File: src/rtl/data_cache.sv
// Direct-mapped, write-through, no-write-allocate word cache between the load/store port and data memory.
// Load hits are combinational; a load miss stalls while the line is fetched one word per cycle.
module data_cache #(
  parameter int ADDR_WIDTH     = 32,
  parameter int DATA_WIDTH     = 32,
  parameter int LINES          = 8,
  parameter int WORDS_PER_LINE = 4
) (
  input  logic                  clk,
  input  logic                  rst,
  input  logic                  re,
  input  logic                  we,
  input  logic [ADDR_WIDTH-1:0] addr,
  input  logic [DATA_WIDTH-1:0] wdata,
  output logic [DATA_WIDTH-1:0] rdata,
  output logic                  stall,
  output logic                  mem_we,
  output logic [ADDR_WIDTH-1:0] mem_addr,
  output logic [DATA_WIDTH-1:0] mem_wd,
  input  logic [DATA_WIDTH-1:0] mem_rd,
  output logic [31:0]           hit_count,
  output logic [31:0]           miss_count
);

  localparam int WO_W    = $clog2(WORDS_PER_LINE);
  localparam int IDX_W   = $clog2(LINES);
  localparam int TAG_W   = ADDR_WIDTH - IDX_W - WO_W - 2;
  localparam int IDX_LSB = 2 + WO_W;
  localparam int TAG_LSB = IDX_LSB + IDX_W;
  localparam logic [WO_W-1:0] LAST_WO = WO_W'(WORDS_PER_LINE - 1);

  typedef enum logic [0:0] {IDLE = 1'b0, FILL = 1'b1} state_t;

  state_t                  state_r, state_s;
  logic [DATA_WIDTH-1:0]   data_r [LINES][WORDS_PER_LINE];
  logic [TAG_W-1:0]        tag_r  [LINES];
  logic [LINES-1:0]        valid_r;
  logic [TAG_W-1:0]        fill_tag_r;
  logic [IDX_W-1:0]        fill_idx_r;
  logic [WO_W-1:0]         cnt_r;
  logic [31:0]             hit_count_r, miss_count_r;

  logic [WO_W-1:0]  wo_s;
  logic [IDX_W-1:0] idx_s;
  logic [TAG_W-1:0] tag_s;
  logic             aligned_s, hit_s, load_hit_s, load_miss_s, store_hit_s, fill_last_s;

  assign wo_s        = addr[IDX_LSB-1:2];
  assign idx_s       = addr[TAG_LSB-1:IDX_LSB];
  assign tag_s       = addr[ADDR_WIDTH-1:TAG_LSB];
  assign aligned_s   = (addr[1:0] == 2'b00);
  assign hit_s       = valid_r[idx_s] && (tag_r[idx_s] == tag_s);
  assign store_hit_s = (state_r == IDLE) && we && aligned_s && hit_s;
  assign fill_last_s = (state_r == FILL) && (cnt_r == LAST_WO);
  assign hit_count   = hit_count_r;
  assign miss_count  = miss_count_r;

  // Next-state and combinational port outputs; stores take priority over loads.
  always_comb begin
    state_s     = state_r;
    stall       = 1'b0;
    mem_we      = 1'b0;
    mem_addr    = addr;
    mem_wd      = wdata;
    rdata       = '0;
    load_hit_s  = 1'b0;
    load_miss_s = 1'b0;
    case (state_r)
      IDLE: begin
        if (we) begin
          mem_we = 1'b1;
        end else if (re) begin
          if (!aligned_s) begin
            rdata = mem_rd;
          end else if (hit_s) begin
            rdata      = data_r[idx_s][wo_s];
            load_hit_s = 1'b1;
          end else begin
            stall       = 1'b1;
            load_miss_s = 1'b1;
            state_s     = FILL;
          end
        end else begin
          rdata = '0;
        end
      end
      FILL: begin
        stall    = 1'b1;
        mem_addr = {fill_tag_r, fill_idx_r, cnt_r, 2'b00};
        if (cnt_r == LAST_WO) begin
          state_s = IDLE;
        end else begin
          state_s = FILL;
        end
      end
      default: state_s = IDLE;
    endcase
  end

  // Control state: FSM, valid bits, fill bookkeeping and saturating counters.
  always_ff @(posedge clk) begin
    if (rst) begin
      state_r      <= IDLE;
      valid_r      <= '0;
      fill_tag_r   <= '0;
      fill_idx_r   <= '0;
      cnt_r        <= '0;
      hit_count_r  <= 32'd0;
      miss_count_r <= 32'd0;
    end else begin
      state_r <= state_s;
      if (load_miss_s) begin
        // Invalidate up front so a half-filled line can never hit.
        valid_r[idx_s] <= 1'b0;
        fill_tag_r     <= tag_s;
        fill_idx_r     <= idx_s;
        cnt_r          <= '0;
      end else if (state_r == FILL) begin
        cnt_r <= cnt_r + 1'b1;
        if (fill_last_s) valid_r[fill_idx_r] <= 1'b1;
      end
      if (load_hit_s && (hit_count_r != 32'hFFFF_FFFF)) hit_count_r <= hit_count_r + 32'd1;
      if (load_miss_s && (miss_count_r != 32'hFFFF_FFFF)) miss_count_r <= miss_count_r + 32'd1;
    end
  end

  // Tag and data arrays are never cleared; the valid bits guard them.
  always_ff @(posedge clk) begin
    if (state_r == FILL) begin
      data_r[fill_idx_r][cnt_r] <= mem_rd;
      if (fill_last_s) tag_r[fill_idx_r] <= fill_tag_r;
    end else if (store_hit_s) begin
      data_r[idx_s][wo_s] <= wdata;
    end
  end

endmodule

File: config.mk
export PLATFORM = sky130hd
export DESIGN_NAME = data_cache
export DESIGN_NICKNAME = d
export VERILOG_FILES = /design/src/rtl/data_cache.sv
export SDC_FILE = /design/constraint.sdc
export NUM_CORES = 2
export LEC_CHECK = 0
export BUFFER_PORTS_ARGS = -buffer_cell sky130_fd_sc_hd__buf_2
export CAP_MARGIN = 20
export CORE_ASPECT_RATIO = 0.7
export CORE_MARGIN = 5
export CORE_UTILIZATION = 50
export DETAILED_ROUTE_END_ITERATION = 8
export PLACE_DENSITY = 0.79
export SYNTH_ARGS = -nofsm -noshare
export SYNTH_HDL_FRONTEND = slang
export SYNTH_SLANG_ARGS = --single-unit
File: constraint.sdc
create_clock -name clk -period 6.9 [get_ports clk]
set_input_delay 0.345 -clock clk [delete_from_list [all_inputs] [get_ports clk]]
set_output_delay 0.345 -clock clk [all_outputs]
set_load 0.02 [all_outputs]
* Yosys cells after proc, flatten, opt, wreduce, memory -nomap -nowiden
Memory sizes are Yosys's and may differ from the RTL's.
Cells that the tools add are included.
** Word-level totals
- Memory bits (read-only) :: 0
- Memories :: 2
- Register bits after elaboration :: 103
- Input port bits :: 100
- Logic and storage cells :: 95
- Latch bits :: 0
- Memory bits (writable) :: 1224
- Output and inout port bits :: 162
** Cells by class
- Order comparisons :: 8
- Bitwise logic cells :: 6
- Add/subtract/negate cells :: 3
- Multipliers :: 0
- Mux-type cells :: 48
- Equal/unequal tests :: 4
- Div/mod/pow operators :: 0
- Reductions and logical operators :: 17
- Shift operators :: 0
** Memory list
- data_r :: words 8, bits a word 128, read ports 1, clocked after memory_dff 0, wr ports 1, line 35 : logic [DATA_WIDTH-1:0] data_r [LINES][WORDS_PER_LINE];
- tag_r :: words 8, bits a word 25, read ports 1, clocked after memory_dff 0, wr ports 1, line 36 : logic [TAG_W-1:0] tag_r [LINES];
** Operator list (count)
- 128-bit two-way mux :: 4
- 32-bit two-way mux :: 10
- 32-bit demux with 2-bit select :: 2
- 128-bit OR reduction :: 1
- 32-bit by 1-bit adder with 32-bit output (second input constant) :: 2
- 32-bit binary-select mux with 2-bit select :: 1
- 32-bit inequality test (second input constant) :: 2
- 25-bit equality test :: 1
- 8-bit two-way mux :: 3
- 1-bit two-way mux :: 22
- 1-bit logical AND :: 11
- 8-bit AND :: 1
- 3-bit by 4-bit less-than comparator with 1-bit output (second input constant) :: 2
- 8-bit inverter :: 1
- 8-bit OR :: 1
- 1-bit demux with 3-bit select :: 2
- 3-bit by 1-bit greater-or-equal comparator with 1-bit output (second input constant) :: 2
- 3-bit greater-or-equal comparator (second input constant) :: 2
- 3-bit by 1-bit less-than comparator with 1-bit output (second input constant) :: 2
- 2-bit inverter with 3-bit output :: 2
- 1-bit one-hot mux with 2 select lines :: 2
- 2-bit nonzero test :: 2
- 1-bit binary-select mux with 3-bit select :: 1
- 3-bit two-way mux :: 1
- other kinds (6) :: 6

* Longest topological paths before layout
- Depth in word-level cells :: 10
- Gate-level depth with buffers :: 16
- Gate-level depth less buffers :: 9

* Least setup slack after synthesis
OpenSTA, ideal clock, no wires.
- Kind :: input port to flip-flop
- From :: in addr[4]
- To :: mem data_r[5][64] in the netlist's numbering (enable)
- Arrival time :: 5113 ps
- Library setup time :: 472 ps
- Buffers on the path :: 5
- Setup slack :: 1315 ps
- Cell stages on the path :: 13
- Required time :: 6428 ps
- Cells stage by stage :: buf_4 buf_6 buf_4 mux4_2 mux2i_1 xor2_1 nand3_1 nor4_1 and4_1 buf_4 nand3_4 buf_4 o32ai_1
** Between the ends
- Longest elaborated chain between the ends :: 9
- Elaborated cells between the ends (all ways) :: 12
- Those cells by class :: eq/ne: 1; mux: 7; reduce/logical: 3; memory: 1
** Ends and longest elaborated chain
- start, declared :: line 13 : input logic [ADDR_WIDTH-1:0] addr,
- memory read 8 x 25 bit / 1-bit binary-select mux with 3-bit select (equally long branches)
- 25-bit equality test / 1-bit two-way mux (equally long branches) :: line 52 : assign hit_s = valid_r[idx_s] && (tag_r[idx_s] == tag_s);
- 1-bit logical AND :: line 52
- 1-bit logical AND :: line 53 : assign store_hit_s = (state_r == IDLE) && we && aligned_s && hit_s;
- 1-bit two-way mux :: line 132 : end else if (store_hit_s) begin
- 1-bit two-way mux :: line 129 : if (state_r == FILL) begin
- 128-bit two-way mux (implied by the code) :: line 133 : data_r[idx_s][wo_s] <= wdata;
- 128-bit OR reduction (no source line)
- 3-bit two-way mux (no source line) / 128-bit two-way mux (equally long branches)
- end, declared :: line 35
Several ways; a longest one is shown, not always the timed one. The select of a mux whose other input is x is not followed.

* Final worst setup path
- From :: in addr[5]
- To :: out rdata[6]
** Between the ends
- Longest elaborated chain between the ends :: 9
- Elaborated cells between the ends (all ways) :: 14
- Those cells by class :: eq/ne: 1; mux: 10; reduce/logical: 1; memory: 2
** Ends and longest elaborated chain
- memory read 8 x 128 bit
- 32-bit binary-select mux with 2-bit select :: line 76 : rdata = data_r[idx_s][wo_s];
- 32-bit two-way mux (implied by the code) (2 in series) :: line 76
- 32-bit two-way mux (*) :: line 75 : end else if (hit_s) begin
- 32-bit two-way mux (*) :: line 73 : if (!aligned_s) begin
- 32-bit two-way mux (*) :: line 72 : end else if (re) begin
- 32-bit two-way mux (*) :: line 70 : if (we) begin
- 32-bit two-way mux (*) :: line 68 : case (state_r)
- end, declared :: line 15 : output logic [DATA_WIDTH-1:0] rdata,
Every way passes the cells marked *; elsewhere a longest branch is shown, timed or not. The select of a mux whose other input is x is not followed.

==> metrics.txt <==
critical path arrival=around 4.7 ns; EDFF count, synth=1224; Final Setup Violations=0; number of synthesized register bits=1327; row cnt=99; fill cell count=between 7000 and 8000; Die X=just under 400 µm; combinational power share=0.053; Mean Syn Cell Area=~16 µm²; sequential group share of total power=0.545; GRT Util Overall=0.2537; unique cell type count in the Yosys netlist=between 60 and 70; simple-gate share of the synthesized area=0.05897; CTS Buf Count=around 120; Compound-Gate Fraction of Synth Area=0.09485; commonest non-fill, non-tap cell in the layout=edfxtp_1; Final Non-Filler Cells=approximately 5000; remaining antenna violation count after routing=0; Clock Sinks=1327; status=finished, final reports clean; clock network latency to the later pin of the worst-skew pair=approximately 0.74 ns; Core ar.=a little over 100000 µm²; Clk pin slew, worst setup/hold paths=0.06 ns; initial antenna violation count=2; Crit Reg-Reg Startpoint=tag_r[5][12]; Synth Area in XOR/XNOR=0.002353; CTS max path bufs=3; Ys Warns=0; HP Start=addr[5]; IO buf count=261; vias in the first global route=31816; endpoint type of the worst setup path=primary output; syn nets=roughly 3400; Clock power frac=0.402; cts hold-fix bufs=27; initial core utilization=0.5020; I/O pin count=about 260; wire per inst=between 20 and 30 µm; part of the Yosys area used for sequential elements=0.7450; R2R Path End=data_r[0][4]; Reg2Reg Depth=10; drt pass-1 iters=6; max cap viols=0; crit path max fanout=58; DP Cell Count=about 4700; skew final=roughly 0.039 ns; Pwr Total=between 15000 and 20000 µW; share of cells above drive strength 1=0.2208; Pleak=between 0.015 and 0.02 µW; critical path type=in -> out; P_int=12610 µW; setup TNS=0 ns; drt drc=0; main combinational cell family by area after synthesis=compound AO/OA/AOI/OAI gates; Crit path required time=between 6 and 7 ns; multi-input combinational cell area=12450 µm²; Worst VDD drop=0.0002343 V; Final min period=around 5 ns; Worst Setup EP=rdata[6]; cells after synthesis=roughly 3300; Post-CTS Repair Setup Buffers=0; final WL=144.8 mm; fin util=0.5711; HP Class=in -> reg; nets=~3600; CP startpoint kind=input pin; P_sw=~3500 µW; die area=approximately 110000 µm²; Final Hold Fails=0; global route overflow=0; commonest cells after routing, fill and taps aside=1224 x edfxtp_1, 409 x o22ai_1, 255 x buf_2, 130 x mux2_2, 117 x clkbuf_16; DRT iter0 DRCs=4559; Post-synth ARST share=0; Area Growth Syn to Fin=13.78%; routed vias/inst=between 6 and 7; RSZ-0062 raised after global routing=no; Fmax=0.2003 GHz; reg2reg setup slack=around 2.8 ns; H-tree Lvls=3; Switching Fraction=0.2166; Storage cell area=~39000 µm²; adder-cell share of the synthesized area=0.001441; pins over their slew limit=0; first-pass GRT wire length=209.7 mm; root buffer cell=clkbuf_16; multiplexer area fraction after synthesis=0.07052; vias=32955; synthesized cell area=about 52000 µm²; ratio of final minimum period to clock period=0.7235; worst slew pin tran=1.163 ns; DP HPWL=81.77 mm; Worst slew margin=0.2244; Critical path origin=addr[5]; largest net degree at the start of global routing=roughly 110; Die Height=between 200 and 300 µm; post_cts resized=0; CTS tree=yes; Placer Congestion=0.8359; dominant synthesized flop cell=edfxtp_1; PD cells=between 200 and 300 nW/µm²
## worst min-delay path by stage
stage | cells past startpoint | to | slack (ns)
floorplan | 2 | valid_r[0] | 0.47
global placement | 2 | valid_r[0] | 0.48
detailed placement | 2 | valid_r[0] | 0.49
CTS | 2 | valid_r[7] | 0.13
global route | 2 | valid_r[6] | 0.17
finish | 2 | valid_r[2] | 0.17
## cell usage after synthesis, types with 40 or more instances
library cell | instances | share of area
a21oi_1 | 71 | 0.0068
buf_2 | 63 | 0.0061
buf_4 | 65 | 0.0094
clkbuf_1 | 98 | 0.0071
dfxtp_1 | 103 | 0.040
edfxtp_1 | 1224 | 0.71
mux2_2 | 130 | 0.028
mux2i_1 | 69 | 0.013
mux4_2 | 49 | 0.021
nand2_1 | 97 | 0.0070
nand3_1 | 67 | 0.0064
nor2_1 | 117 | 0.0084
nor2b_1 | 49 | 0.0059
nor4_1 | 62 | 0.0074
o21ai_0 | 108 | 0.010
o221ai_1 | 40 | 0.0067
o22ai_1 | 409 | 0.049
## power by group through the flow
stage               Clock (µW)  Combinational, µW  Sequential [µW]
floorplan                    0                506             8950
global placement             0                800             8950
detailed placement           0                816             8950
CTS                       6480                834             8780
global route              6840                894             8770
finish                    6460                851             8780
## critical path, stage by stage
cell,delay [ns]
buf_6,0.36
buf_4,0.84
nand2b_4,0.67
buf_4,0.64
o22ai_1,0.15
or4_1,0.61
mux4_2,0.51
o21ai_0,0.18
buf_2,0.23
## stage by stage
step	hold slack, ns	instance area, µm²	worst slack, ns
after floorplan	0.4678	52110	1.315
after global placement	0.4782	55210	1.823
after detailed placement	0.4890	55210	1.723
after CTS	0.1347	59230	1.936
after global routing	0.1669	59280	1.826
final	0.1689	59280	1.908
## layout make-up
class	instances	area share
repair buffers	397	0.04202
inverters	20	0.001266
well taps	1363	0.02877
flip-flops and latches	1327	0.6548
multi-input cells	1645	0.2100
clock buffers	144	0.05110
diodes	1	0.00004221
clock inverters	68	0.01203
## state kept, by name (all words and copies together), names as in the netlist
name	flops
data_r	1024
tag_r	200
hit_count	32
miss_count	32
fill_tag_r	25
valid_r	8
fill_idx_r	3
cnt_r	2
state_r	1
## kinds of logic after synthesis
group,Yosys count
buffers and inverters,279
muxes,276
AOI/OAI and AO/OA,766
adders and majority gates,6
DFF,1327
xor gates and xnor gates,14
and+or+nand+nor,583
## metal layers
| layer | track usage | share of wire |
|---|---|---|
| met4 | 0.09735 | 0.040 |
| met2 | 0.3844 | 0.45 |
| met1 | 0.3476 | 0.36 |
| met5 | 0 | 0.00016 |
| met3 | 0.07973 | 0.14 |
(Power assumes the default switching activity.)
